$ cat src/rtl/cfg_byte_loader_pkg.sv
// rtl/cfg_byte_loader_pkg.sv - shared constants, state encoding and command decode for the config byte loader
package cfg_loader_pkg;

  localparam int CMD_RW_BIT   = 7;
  localparam int CMD_RSVD_MSB = 6;
  localparam int CMD_RSVD_LSB = 3;
  localparam int CFG_ADDR_W   = 3;
  localparam int CFG_DATA_W   = 16;

  typedef logic [2:0] state_t;

  localparam state_t CMD = 3'd0;
  localparam state_t DHI = 3'd1;
  localparam state_t DLO = 3'd2;
  localparam state_t WR  = 3'd3;
  localparam state_t RDW = 3'd4;
  localparam state_t RHI = 3'd5;
  localparam state_t RLO = 3'd6;

  function automatic logic cmd_rsvd_bad(input logic [7:0] b);
    return |b[CMD_RSVD_MSB:CMD_RSVD_LSB];
  endfunction

endpackage

$ cat src/rtl/cfg_byte_loader_if.sv
// rtl/cfg_byte_loader_if.sv - command byte stream in and response byte stream out
interface cfg_byte_loader_if;

  logic [7:0] in_data;
  logic       in_valid;
  logic       in_ready;
  logic [7:0] out_data;
  logic       out_valid;
  logic       out_ready;

  modport slave (
    input  in_data, in_valid, out_ready,
    output in_ready, out_data, out_valid
  );

  modport master (
    output in_data, in_valid, out_ready,
    input  in_ready, out_data, out_valid
  );

endinterface

$ cat src/rtl/cfg_byte_loader_timeout.sv
// rtl/cfg_byte_loader_timeout.sv - loadable down-counter; expired fires on an enabled cycle at zero
module cfg_loader_timeout #(
  parameter int W = 8
) (
  input  logic         clk,
  input  logic         reset,
  input  logic         load,
  input  logic [W-1:0] load_val,
  input  logic         en,
  output logic         expired
);

  logic [W-1:0] count;

  always_ff @(posedge clk or posedge reset) begin
    if (reset) begin
      count <= '0;
    end else if (load) begin
      count <= load_val;
    end else if (en && (count != '0)) begin
      count <= count - W'(1);
    end
  end

  assign expired = en && !load && (count == '0);

endmodule

$ cat src/rtl/cfg_byte_loader.sv
// rtl/cfg_byte_loader.sv - decodes byte-stream write/read frames into config_reg accesses
module cfg_byte_loader
  import cfg_loader_pkg::*;
#(
  parameter int RD_LAT  = 1,
  parameter int TIMEOUT = 255
) (
  input  logic                  clk,
  input  logic                  reset,
  cfg_byte_loader_if.slave      strm,
  output logic                  cfg_write,
  output logic [CFG_ADDR_W-1:0] cfg_address,
  output logic [CFG_DATA_W-1:0] cfg_data_in,
  input  logic [CFG_DATA_W-1:0] cfg_data_out,
  output logic [7:0]            err_count
);

  state_t     state;
  logic [7:0] data_hi;
  logic [7:0] resp_lo;
  logic [7:0] out_data_q;
  logic       out_valid_q;

  logic       in_xfer;
  logic       out_xfer;
  logic       rsvd_bad;
  logic       is_read;
  logic       cmd_ok;
  logic       tmr_load;
  logic [7:0] tmr_val;
  logic       tmr_en;
  logic       tmr_exp;
  logic       abort;
  logic       rd_done;
  logic       err_inc;

  assign strm.in_ready  = (state == CMD) || (state == DHI) || (state == DLO);
  assign strm.out_valid = out_valid_q;
  assign strm.out_data  = out_data_q;

  assign in_xfer  = strm.in_valid && strm.in_ready;
  assign out_xfer = out_valid_q && strm.out_ready;
  assign rsvd_bad = cmd_rsvd_bad(strm.in_data);
  assign is_read  = strm.in_data[CMD_RW_BIT];
  assign cmd_ok   = (state == CMD) && in_xfer && !rsvd_bad;

  // One counter serves both waits: RD_LAT for the read pipe, TIMEOUT-1 for inter-byte idle.
  assign tmr_load = cmd_ok || ((state == DHI) && in_xfer);
  assign tmr_val  = (cmd_ok && is_read) ? 8'(RD_LAT) : 8'(TIMEOUT - 1);
  assign tmr_en   = (state == RDW) || (((state == DHI) || (state == DLO)) && !in_xfer);

  cfg_loader_timeout #(.W(8)) u_timer (
    .clk      (clk),
    .reset    (reset),
    .load     (tmr_load),
    .load_val (tmr_val),
    .en       (tmr_en),
    .expired  (tmr_exp)
  );

  assign abort   = tmr_exp && ((state == DHI) || (state == DLO));
  assign rd_done = tmr_exp && (state == RDW);
  assign err_inc = ((state == CMD) && in_xfer && rsvd_bad) || abort;

  always_ff @(posedge clk or posedge reset) begin
    if (reset) begin
      state       <= CMD;
      data_hi     <= '0;
      resp_lo     <= '0;
      out_data_q  <= '0;
      out_valid_q <= 1'b0;
      cfg_write   <= 1'b0;
      cfg_address <= '0;
      cfg_data_in <= '0;
      err_count   <= '0;
    end else begin
      cfg_write <= (state == DLO) && in_xfer;

      case (state)
        CMD: begin
          if (cmd_ok) begin
            cfg_address <= strm.in_data[CFG_ADDR_W-1:0];
            state       <= is_read ? RDW : DHI;
          end
        end
        DHI: begin
          if (abort) begin
            state <= CMD;
          end else if (in_xfer) begin
            data_hi <= strm.in_data;
            state   <= DLO;
          end
        end
        DLO: begin
          if (abort) begin
            state <= CMD;
          end else if (in_xfer) begin
            // High byte is held aside so an aborted frame never disturbs cfg_data_in.
            cfg_data_in <= {data_hi, strm.in_data};
            state       <= WR;
          end
        end
        WR: begin
          state <= CMD;
        end
        RDW: begin
          if (rd_done) begin
            resp_lo     <= cfg_data_out[7:0];
            out_data_q  <= cfg_data_out[15:8];
            out_valid_q <= 1'b1;
            state       <= RHI;
          end
        end
        RHI: begin
          if (out_xfer) begin
            out_data_q <= resp_lo;
            state      <= RLO;
          end
        end
        RLO: begin
          if (out_xfer) begin
            out_valid_q <= 1'b0;
            state       <= CMD;
          end
        end
        default: begin
          state <= CMD;
        end
      endcase

      if (err_inc && (err_count != 8'hFF)) begin
        err_count <= err_count + 8'd1;
      end
    end
  end

endmodule
$ cat src/flat_wrapper.sv
// flat-port wrapper written by rule: the top's interface ports become plain ports
module cfg_byte_loader_flat import cfg_loader_pkg::*;
#(
  parameter int RD_LAT  = 1,
  parameter int TIMEOUT = 255
)
  (clk, reset, cfg_write, cfg_address, cfg_data_in, cfg_data_out, err_count, strm_in_data, strm_in_valid, strm_out_ready, strm_in_ready, strm_out_data, strm_out_valid);
  cfg_byte_loader_if strm_i ();
  input  logic clk;
  input  logic reset;
  output logic cfg_write;
  output logic [CFG_ADDR_W-1:0] cfg_address;
  output logic [CFG_DATA_W-1:0] cfg_data_in;
  input  logic [CFG_DATA_W-1:0] cfg_data_out;
  output logic [7:0] err_count;
  input wire logic [$bits(strm_i.in_data)-1:0] strm_in_data;
  input wire logic [$bits(strm_i.in_valid)-1:0] strm_in_valid;
  input wire logic [$bits(strm_i.out_ready)-1:0] strm_out_ready;
  output wire logic [$bits(strm_i.in_ready)-1:0] strm_in_ready;
  output wire logic [$bits(strm_i.out_data)-1:0] strm_out_data;
  output wire logic [$bits(strm_i.out_valid)-1:0] strm_out_valid;
  assign strm_i.in_data = strm_in_data;
  assign strm_i.in_valid = strm_in_valid;
  assign strm_i.out_ready = strm_out_ready;
  assign strm_in_ready = strm_i.in_ready;
  assign strm_out_data = strm_i.out_data;
  assign strm_out_valid = strm_i.out_valid;
  cfg_byte_loader #(.RD_LAT(RD_LAT), .TIMEOUT(TIMEOUT)) u_core (.clk(clk), .reset(reset), .strm(strm_i), .cfg_write(cfg_write), .cfg_address(cfg_address), .cfg_data_in(cfg_data_in), .cfg_data_out(cfg_data_out), .err_count(err_count));
endmodule
$ cat config.mk
export PLATFORM = sky130hd
export DESIGN_NAME = cfg_byte_loader_flat
export DESIGN_NICKNAME = d
export VERILOG_FILES = /design/src/rtl/cfg_byte_loader_pkg.sv /design/src/rtl/cfg_byte_loader_if.sv /design/src/rtl/cfg_byte_loader_timeout.sv /design/src/rtl/cfg_byte_loader.sv /design/src/flat_wrapper.sv
export SDC_FILE = /design/constraint.sdc
export NUM_CORES = 1
export LEC_CHECK = 0
export BUFFER_PORTS_ARGS = -buffer_cell sky130_fd_sc_hd__buf_2
export CAP_MARGIN = 5
export CORE_ASPECT_RATIO = 1.5
export CORE_UTILIZATION = 30
export DETAILED_ROUTE_END_ITERATION = 8
export SYNTH_ARGS = -nofsm -noshare
export SYNTH_HDL_FRONTEND = slang
export SYNTH_SLANG_ARGS = --single-unit
export TNS_END_PERCENT = 20
$ cat constraint.sdc
create_clock -name clk -period 5.4 [get_ports clk]
set_clock_uncertainty 0.15 [all_clocks]
set_input_delay 0.27 -clock clk [delete_from_list [all_inputs] [get_ports clk]]
set_output_delay 0.27 -clock clk [all_outputs]
set_load 0.01 [all_outputs]
==> qor_table.md, run 1 <==
| Result | This run | Unit |
|---|---|---|
| Clock-pin slew reported for the worst setup and hold paths after clock tree synthesis | 0.05 | ns |
| Largest net degree at the start of global routing | 65 | - |
| Count of state elements after synthesis | 64 | - |
| Die area | 10100 | sq um |
| Synth top area share | 55.3 | % |
| Count of synthesis-stage warnings from yosys | 0 | - |
| Most frequent cell after synthesis | dfrtp_1 | - |
| Net count reported at finish | 347 | - |
| Leakage | 1.66 | nW |
| Detailed Routing Iterations Pass 1 | 4 | - |
| Total count of hold-check failures in the final report | 0 | - |
| Wirelength, routed | 6.45 | mm |
| Path type of the worst setup path | reg2reg | - |
| Floorplan Core Area | 9310 | sq um |
| Congestion Overflow GR | 0 | - |
| Post-CTS Setup Inserts | 0 | - |
| Initial antenna violation count | 0 | - |
| Cells after DPL | 418 | - |
| Worst ir drop on vdd | 0.000315 | V |
| Critical Path Fanout Max | 17 | - |
| Die Span Y | 122 | um |
| Critical path buffer and inverter count | 1 | - |
| Global-route total usage across every layer | 14.0 | % |
| Total number of vias | 2188 | - |
| Cts bufs inserted | 9 | - |
| Sequential power share | 40.9 | % |
| Switching pwr | 0.760 | mW |
| Post-DP HPWL | 4.59 | mm |
| Number of pins exceeding their max-slew limit in the final report | 0 | - |
| Share of total power in the clock network | 24.0 | % |
| Vias in the first global route | 2100 | - |
| Crit-path max cell delay | 0.56 | ns |
| First-pass GRT wire length | 10.2 | mm |
| Gate count of the mapped netlist | 249 | - |
| Switching power share of the total | 35.1 | % |
| Area growth from synthesis to final layout | 24.4 | % |
| Number of core rows | 43 | - |
| Data required time at the worst endpoint | 5.51 | ns |
| Setup repair after global routing missed its margin | no | - |
| Fraction of synthesis flops using an asynchronous set or reset pin | 100 | % |
| Average cell area after synthesis | 11.6 | sq um |
| Nets in the synthesized netlist | 279 | - |
| Wire per inst | 14.9 | um |
| Fill cell total of the finished layout | 923 | - |
| CTS Root Buffer Type | clkbuf_16 | - |
| Primary flip-flop cell chosen by synthesis mapping | dfrtp_1 | - |
| Worst slew slack as a fraction of its limit | 44.4 | % |
| Total I/O pin count | 66 | - |
| Standard cell with the maximum stage delay on the critical path | nand3_1 | - |
| Quantity of gates resized following cts | 0 | - |
| Dominant delay contributor by cell family on the critical path | simple AND/OR/NAND/NOR gates | - |
| List of most frequent post-synthesis cells | dfrtp_1, mux2_2, nor2_1 | - |
| P_int | 1.40 | mW |
| Post-synth EDFFs | 0 | - |
| TritonCTS clock tree | done | - |
| Final clock period utilization by the worst path | 44.5 | % |
| Clock latency on the worst-skew pair | 0.33 | ns |
| Buffer levels on the longest clock path | 2 | - |
| Routed vias/inst | 5.05 | - |
| Post-synthesis sequential area ratio | 55.3 | % |
| Transition at the pin with the smallest max-transition slack | 0.834 | ns |
| Quantity of I/O buffers inserted on ports | 65 | - |
| Cell variety after synth | 50 | - |
| Sum of negative setup slack | 0 | ns |
| Timing-limited maximum frequency | 416 | MHz |
| Number of cells in the finished layout apart from fillers | 433 | - |
| HP Class | in2reg | - |
| Remaining antenna violation count | 0 | - |
| Number of max-cap violations | 0 | - |
| Critical path data arrival time | 2.51 | ns |
| Cell repeated most along the worst path | nor2_1 | - |
| Netlist Area Pre-Place | 2890 | sq um |
| Initial Util | 31.1 | % |
| Final Setup Violations | 0 | - |
| Final critical-path required period | 2.40 | ns |
| Die Width | 82.2 | um |
| CP Cell Sequence | inv_1 > ha_1 > nor4b_4 > nand3_1 > nand2_1 > nor2_1 > nor2_1 | - |
| Number of design-rule violations left by the first detailed-router iteration | 74 | - |
| Total clock sinks | 64 | - |
| Power density cells | 600 | nW/um^2 |
| CP startpoint kind | register | - |
| Type of element capturing the critical path | register | - |
| Ranking of synthesized cells by area | dfrtp_1, mux2_2, nor2_1 | - |
| Total DRC errors in the routed layout | 0 | - |
| Gpl congestion | 0.788 | - |
| Diode count | 0 | - |
| Power share of the combinational group | 35.2 | % |
| Largest area contributor in the synthesized netlist | dfrtp_1 | - |
| Layout cells sized above 1 | 39.3 | % |
| Quantity of hold-fixing buffers added after cts | 0 | - |
| Result of the run | completed | - |
| H-tree lvl count | 3 | - |
[layout make-up]
class / count / area (sq um) / share of cell area [%]
Sequential cell: 64 / 1600 / 44.5
Multi-Input combinational cell: 170 / 1230 / 34.3
Timing Repair Buffer: 67 / 340 / 9.45
Clock buffer: 12 / 246 / 6.85
Tap cell: 112 / 140 / 3.89
Clock inverter: 3 / 18.8 / 0.521
Inverter: 5 / 18.8 / 0.521
[stage by stage]
stage	worst slack [ns]	hold WS, ns	power (mW)	util [%]	area [sq um]
after global placement	3.07	0.326	1.64	35.8	3340
final	3.00	0.0205	2.16	38.7	3600
after floorplan	3.29	0.270	1.40	-	2890
after detailed placement	2.98	0.340	1.66	35.8	3340
after CTS	2.98	0.00866	2.19	38.7	3600
after global routing	2.82	0.0202	2.32	38.7	3600
[worst reg2reg max path, cell delays in order (launching register included)]
cell and delay [ns]:
dfrtp_1 0.41, inv_1 0.07, ha_1 0.22, nor4b_4 0.29, nand3_1 0.56, nand2_1 0.47
nor2_1 0.08, nor2_1 0.09
[power groups by stage]
| stage | combinational (mW) | clock [mW] | sequential, mW |
|---|---|---|---|
| 3_3_place_gp | 0.756 | 0 | 0.882 |
| 4_1_cts | 0.773 | 0.534 | 0.884 |
| 6_report | 0.761 | 0.518 | 0.883 |
| 2_1_floorplan | 0.507 | 0 | 0.890 |
| 5_1_grt | 0.850 | 0.552 | 0.916 |
| 3_5_place_dp | 0.775 | 0 | 0.888 |
[logic make-up after synthesis]
group,after synthesis,share of synthesized area (%)
simple gates,75,13.1
flops,64,55.3
compound gates,49,11.7
mux,37,14.4
buf+inv,15,2.20
xor+xnor,7,2.38
fa+ha+maj,2,0.865
[per-layer routing]
metal  GRT usage, %  up-vias  share of wire (%)
met5              0        -                  0
met4           9.32        0                2.2
met3           3.20       11                3.3
met2           22.5       51                 53
met1           16.3     1076                 42
li1               -     1050                  -
[cell usage in the layout, fill, tap and decap left out, types with 2 or more instances in the layout]
| cell type | instances |
|---|---|
| buf_2 | 65 |
| dfrtp_1 | 64 |
| mux2_2 | 37 |
| nor2_1 | 31 |
| nand2_1 | 12 |
| nand3_1 | 10 |
| o22ai_1 | 9 |
| clkbuf_16 | 9 |
| a21oi_1 | 8 |
| o21ai_0 | 7 |
| nor3_1 | 6 |
| xor2_1 | 4 |
| inv_1 | 4 |
| nand4_1 | 2 |
| nand2b_1 | 2 |
| a31oi_1 | 2 |
| a21o_1 | 2 |
| a211oi_1 | 2 |
| xnor2_1 | 2 |
| a311o_1 | 2 |
| a41oi_1 | 2 |
| o21a_1 | 2 |
| ha_1 | 2 |
| clkinv_2 | 2 |
| clkbuf_1 | 2 |
| buf_4 | 2 |
[sequential cells by signal, indices dropped and copies added, names as in the netlist]
name,count
u_core.state,3
u_core.strm.out_valid,1
u_core.data_hi,8
u_core.resp_lo,8
u_core.err_count,8
u_core.cfg_address,3
u_core.u_timer.count,8
u_core.cfg_data_in,16
u_core.cfg_write,1
u_core.strm.out_data,8
[worst paths after layout]
| path | from | end | slack (ns) | cells after the start |
|---|---|---|---|---|
| hold / removal | cfg_data_out[4] | u_core.resp_lo[4] | 0.02 | 2 |
| max in group asynchronous | reset | u_core.strm.out_valid | 4.55 | 3 |
| min in group asynchronous | reset | u_core.cfg_data_in[12] | 0.03 | 3 |
| hold reg to reg | u_core.err_count[6] | u_core.err_count[6] | 0.34 | 1 |
| setup / recovery | u_core.u_timer.count[0] | u_core.strm.out_data[0] | 3.00 | 7 |
| setup reg to reg | u_core.u_timer.count[0] | u_core.strm.out_data[0] | 3.00 | 7 |
(Power assumes the default switching activity.)
==> run 2: changes to the inputs <==
- clock period: 5.4 -> 2.4 ns (I/O delays scaled with it)
==> run 2 against run 1 <==
Net effect: die area unchanged; core utilization increased by 4.3 points; worst setup slack lost 2.8 ns; via count grew 9.0%; flip-flop and latch count stayed put; final area up 11%; routed wire length up 7.3%; hold slack better by 0.086 ns; register-to-register slack worse by 2.8 ns; critical endpoint is now u_core.state[0].
==> qor_table.md, run 2 (synthesis results as in run 1) <==
| Result | This run | Unit |
|---|---|---|
| Result of the run | completed | - |
| Die Span Y | 122 | um |
| Met1 layer usage reported by global route | 17.5 | % |
| Commonest non-fill, non-tap cell in the layout | buf_2 | - |
| Worst setup slack after layout | 0.183 | ns |
| DP Worst Slack | 0.146 | ns |
| Layout cells sized above 1 | 38.8 | % |
| Critical path buffer and inverter count | 1 | - |
| Type of element capturing the critical path | register | - |
| End of the worst register-to-register path | u_core.state[0] | - |
| Most heavily used metal layer in global routing | met2 | - |
| CP Cell Sequence | inv_1 > ha_1 > nor4b_4 > and2_1 > nor2_1 > a311oi_2 > mux2_2 | - |
| Biggest register | u_core.cfg_data_in | - |
| Number of pins exceeding their max-slew limit in the final report | 0 | - |
| Transition at the pin with the smallest max-transition slack | 0.581 | ns |
| Timing-limited maximum frequency | 451 | MHz |
| Initial antenna violation count | 0 | - |
| Total I/O pin count | 66 | - |
| Power density cells | 1310 | nW/um^2 |
| Slack of the worst reg-to-reg path | 0.18 | ns |
| Largest net degree at the start of global routing | 34 | - |
| HP Class | in2async | - |
| Floorplan Core Area | 9310 | sq um |
| Cts bufs inserted | 9 | - |
| Worst slew slack as a fraction of its limit | 60.3 | % |
| Area growth from synthesis to final layout | 38.2 | % |
| Critical path data arrival time | 2.29 | ns |
| Depth of the most critical reg-to-reg path | 7 | - |
| Number of max-cap violations | 0 | - |
| CP startpoint kind | register | - |
| Diode count | 0 | - |
| Cells after DPL | 428 | - |
| Initial Util | 31.1 | % |
| Path type of the worst setup path | reg2reg | - |
| Total count of hold-check failures in the final report | 0 | - |
| Final clock period utilization by the worst path | 92.4 | % |
| Global-route total usage across every layer | 15.0 | % |
| Congestion Overflow GR | 0 | - |
| H-tree lvl count | 3 | - |
| Clock latency on the worst-skew pair | 0.33 | ns |
| Die area | 10100 | sq um |
| Setup repair after global routing missed its margin | no | - |
| Standard cell with the maximum stage delay on the critical path | dfrtp_1 | - |
| Post-layout util | 43.0 | % |
| Net count reported at finish | 383 | - |
| Wire per inst | 14.7 | um |
| Commonest cells after routing, fill and taps aside | buf_2, dfrtp_1, mux2_2 | - |
| Total number of vias | 2385 | - |
| Detailed Routing Iterations Pass 1 | 4 | - |
| Final critical-path required period | 2.22 | ns |
| Global routing usage on met3 | 4.24 | % |
| Leakage | 1.84 | nW |
| Remaining antenna violation count | 0 | - |
| Sum of negative setup slack | 0 | ns |
| Design Area, Final | 4000 | sq um |
| Met2 track demand over resource in global routing | 23.8 | % |
| TritonCTS clock tree | done | - |
| Post-DP HPWL | 4.75 | mm |
| Final Setup Violations | 0 | - |
| Data required time at the worst endpoint | 2.47 | ns |
| Die Width | 82.2 | um |
| Buffer levels on the longest clock path | 2 | - |
| Worst ir drop on vdd | 0.000699 | V |
| Critical Path Fanout Max | 5 | - |
| Crit-path max cell delay | 0.41 | ns |
| CTS Root Buffer Type | clkbuf_16 | - |
| Number of core rows | 43 | - |
| Number of design-rule violations left by the first detailed-router iteration | 95 | - |
| Total DRC errors in the routed layout | 0 | - |
| Clock-pin slew reported for the worst setup and hold paths after clock tree synthesis | 0.06 | ns |
| Flip-flop count of the largest register, all copies and words added | 16 | - |
| Number of cells in the finished layout apart from fillers | 470 | - |
| Total clock sinks | 64 | - |
| Dominant delay contributor by cell family on the critical path | simple AND/OR/NAND/NOR gates | - |
| Origin of the critical flop-to-flop path | u_core.u_timer.count[0] | - |
| Vias in the first global route | 2347 | - |
| Wirelength, routed | 6.92 | mm |
| Gpl congestion | 0.838 | - |
| Quantity of I/O buffers inserted on ports | 65 | - |
| Routed vias/inst | 5.07 | - |
| Area of placed instances | 3410 | sq um |
| First-pass GRT wire length | 11.1 | mm |
## run 2: tightest hold or removal path, cell delays in order
cell and delay, ns:
dlygate4sd3_1 0.53, buf_2 0.12, inv_2 0.20
## run 2: per-stage QoR
step           power [mW]  hold WS (ns)
3_5_place_dp         3.81       -0.0914
6_report             5.25         0.107
4_1_cts              5.28         0.104
2_1_floorplan        3.14         0.120
5_1_grt              5.60         0.141
3_3_place_gp         3.75       -0.0994
## run 2: what timing repair did
action                                  in CTS  in global routing
setup buffers                                0                  0
endpoints found under the setup margin       0                  1
gates resized for setup                      0                  1
hold endpoints to repair                   100                  0
hold buffers                                26                  0
## run 2: worst max-delay path by stage
stage                                  startpoint             endpoint  depth (start not counted)
after floorplan           u_core.u_timer.count[0]      u_core.state[0]                          7
after global placement    u_core.u_timer.count[0]      u_core.state[0]                          7
after detailed placement  u_core.u_timer.count[0]      u_core.state[0]                          7
after CTS                 u_core.u_timer.count[0]      u_core.state[0]                          7
after global routing      u_core.u_timer.count[0]  u_core.err_count[6]                          8
final                     u_core.u_timer.count[0]      u_core.state[0]                          7
## run 2: per-layer routing
metal  share of wire [%]  routed length [um]  vias to the layer above
li1                    -                   -                     1117
met1                  41                2840                     1187
met2                  51                3540                       61
met3                 4.1                 284                       20
met4                 3.7                 254                        0
met5                   0                   0                        -
## run 2: final cells by class
type	instances	area, sq um
clock buffers	11	243
clock inverters	5	80.1
fillers	873	5310
inverters	5	18.8
multi-input cells	170	1240
flip-flops and latches	64	1600
well taps	112	140
repair buffers	103	676
## run 2: power by group
group	internal (mW)	switching, mW	leakage (nW)
Sequential	1.58	0.367	0.775
Clock	0.935	0.480	0.152
Combinational	0.954	0.934	0.914
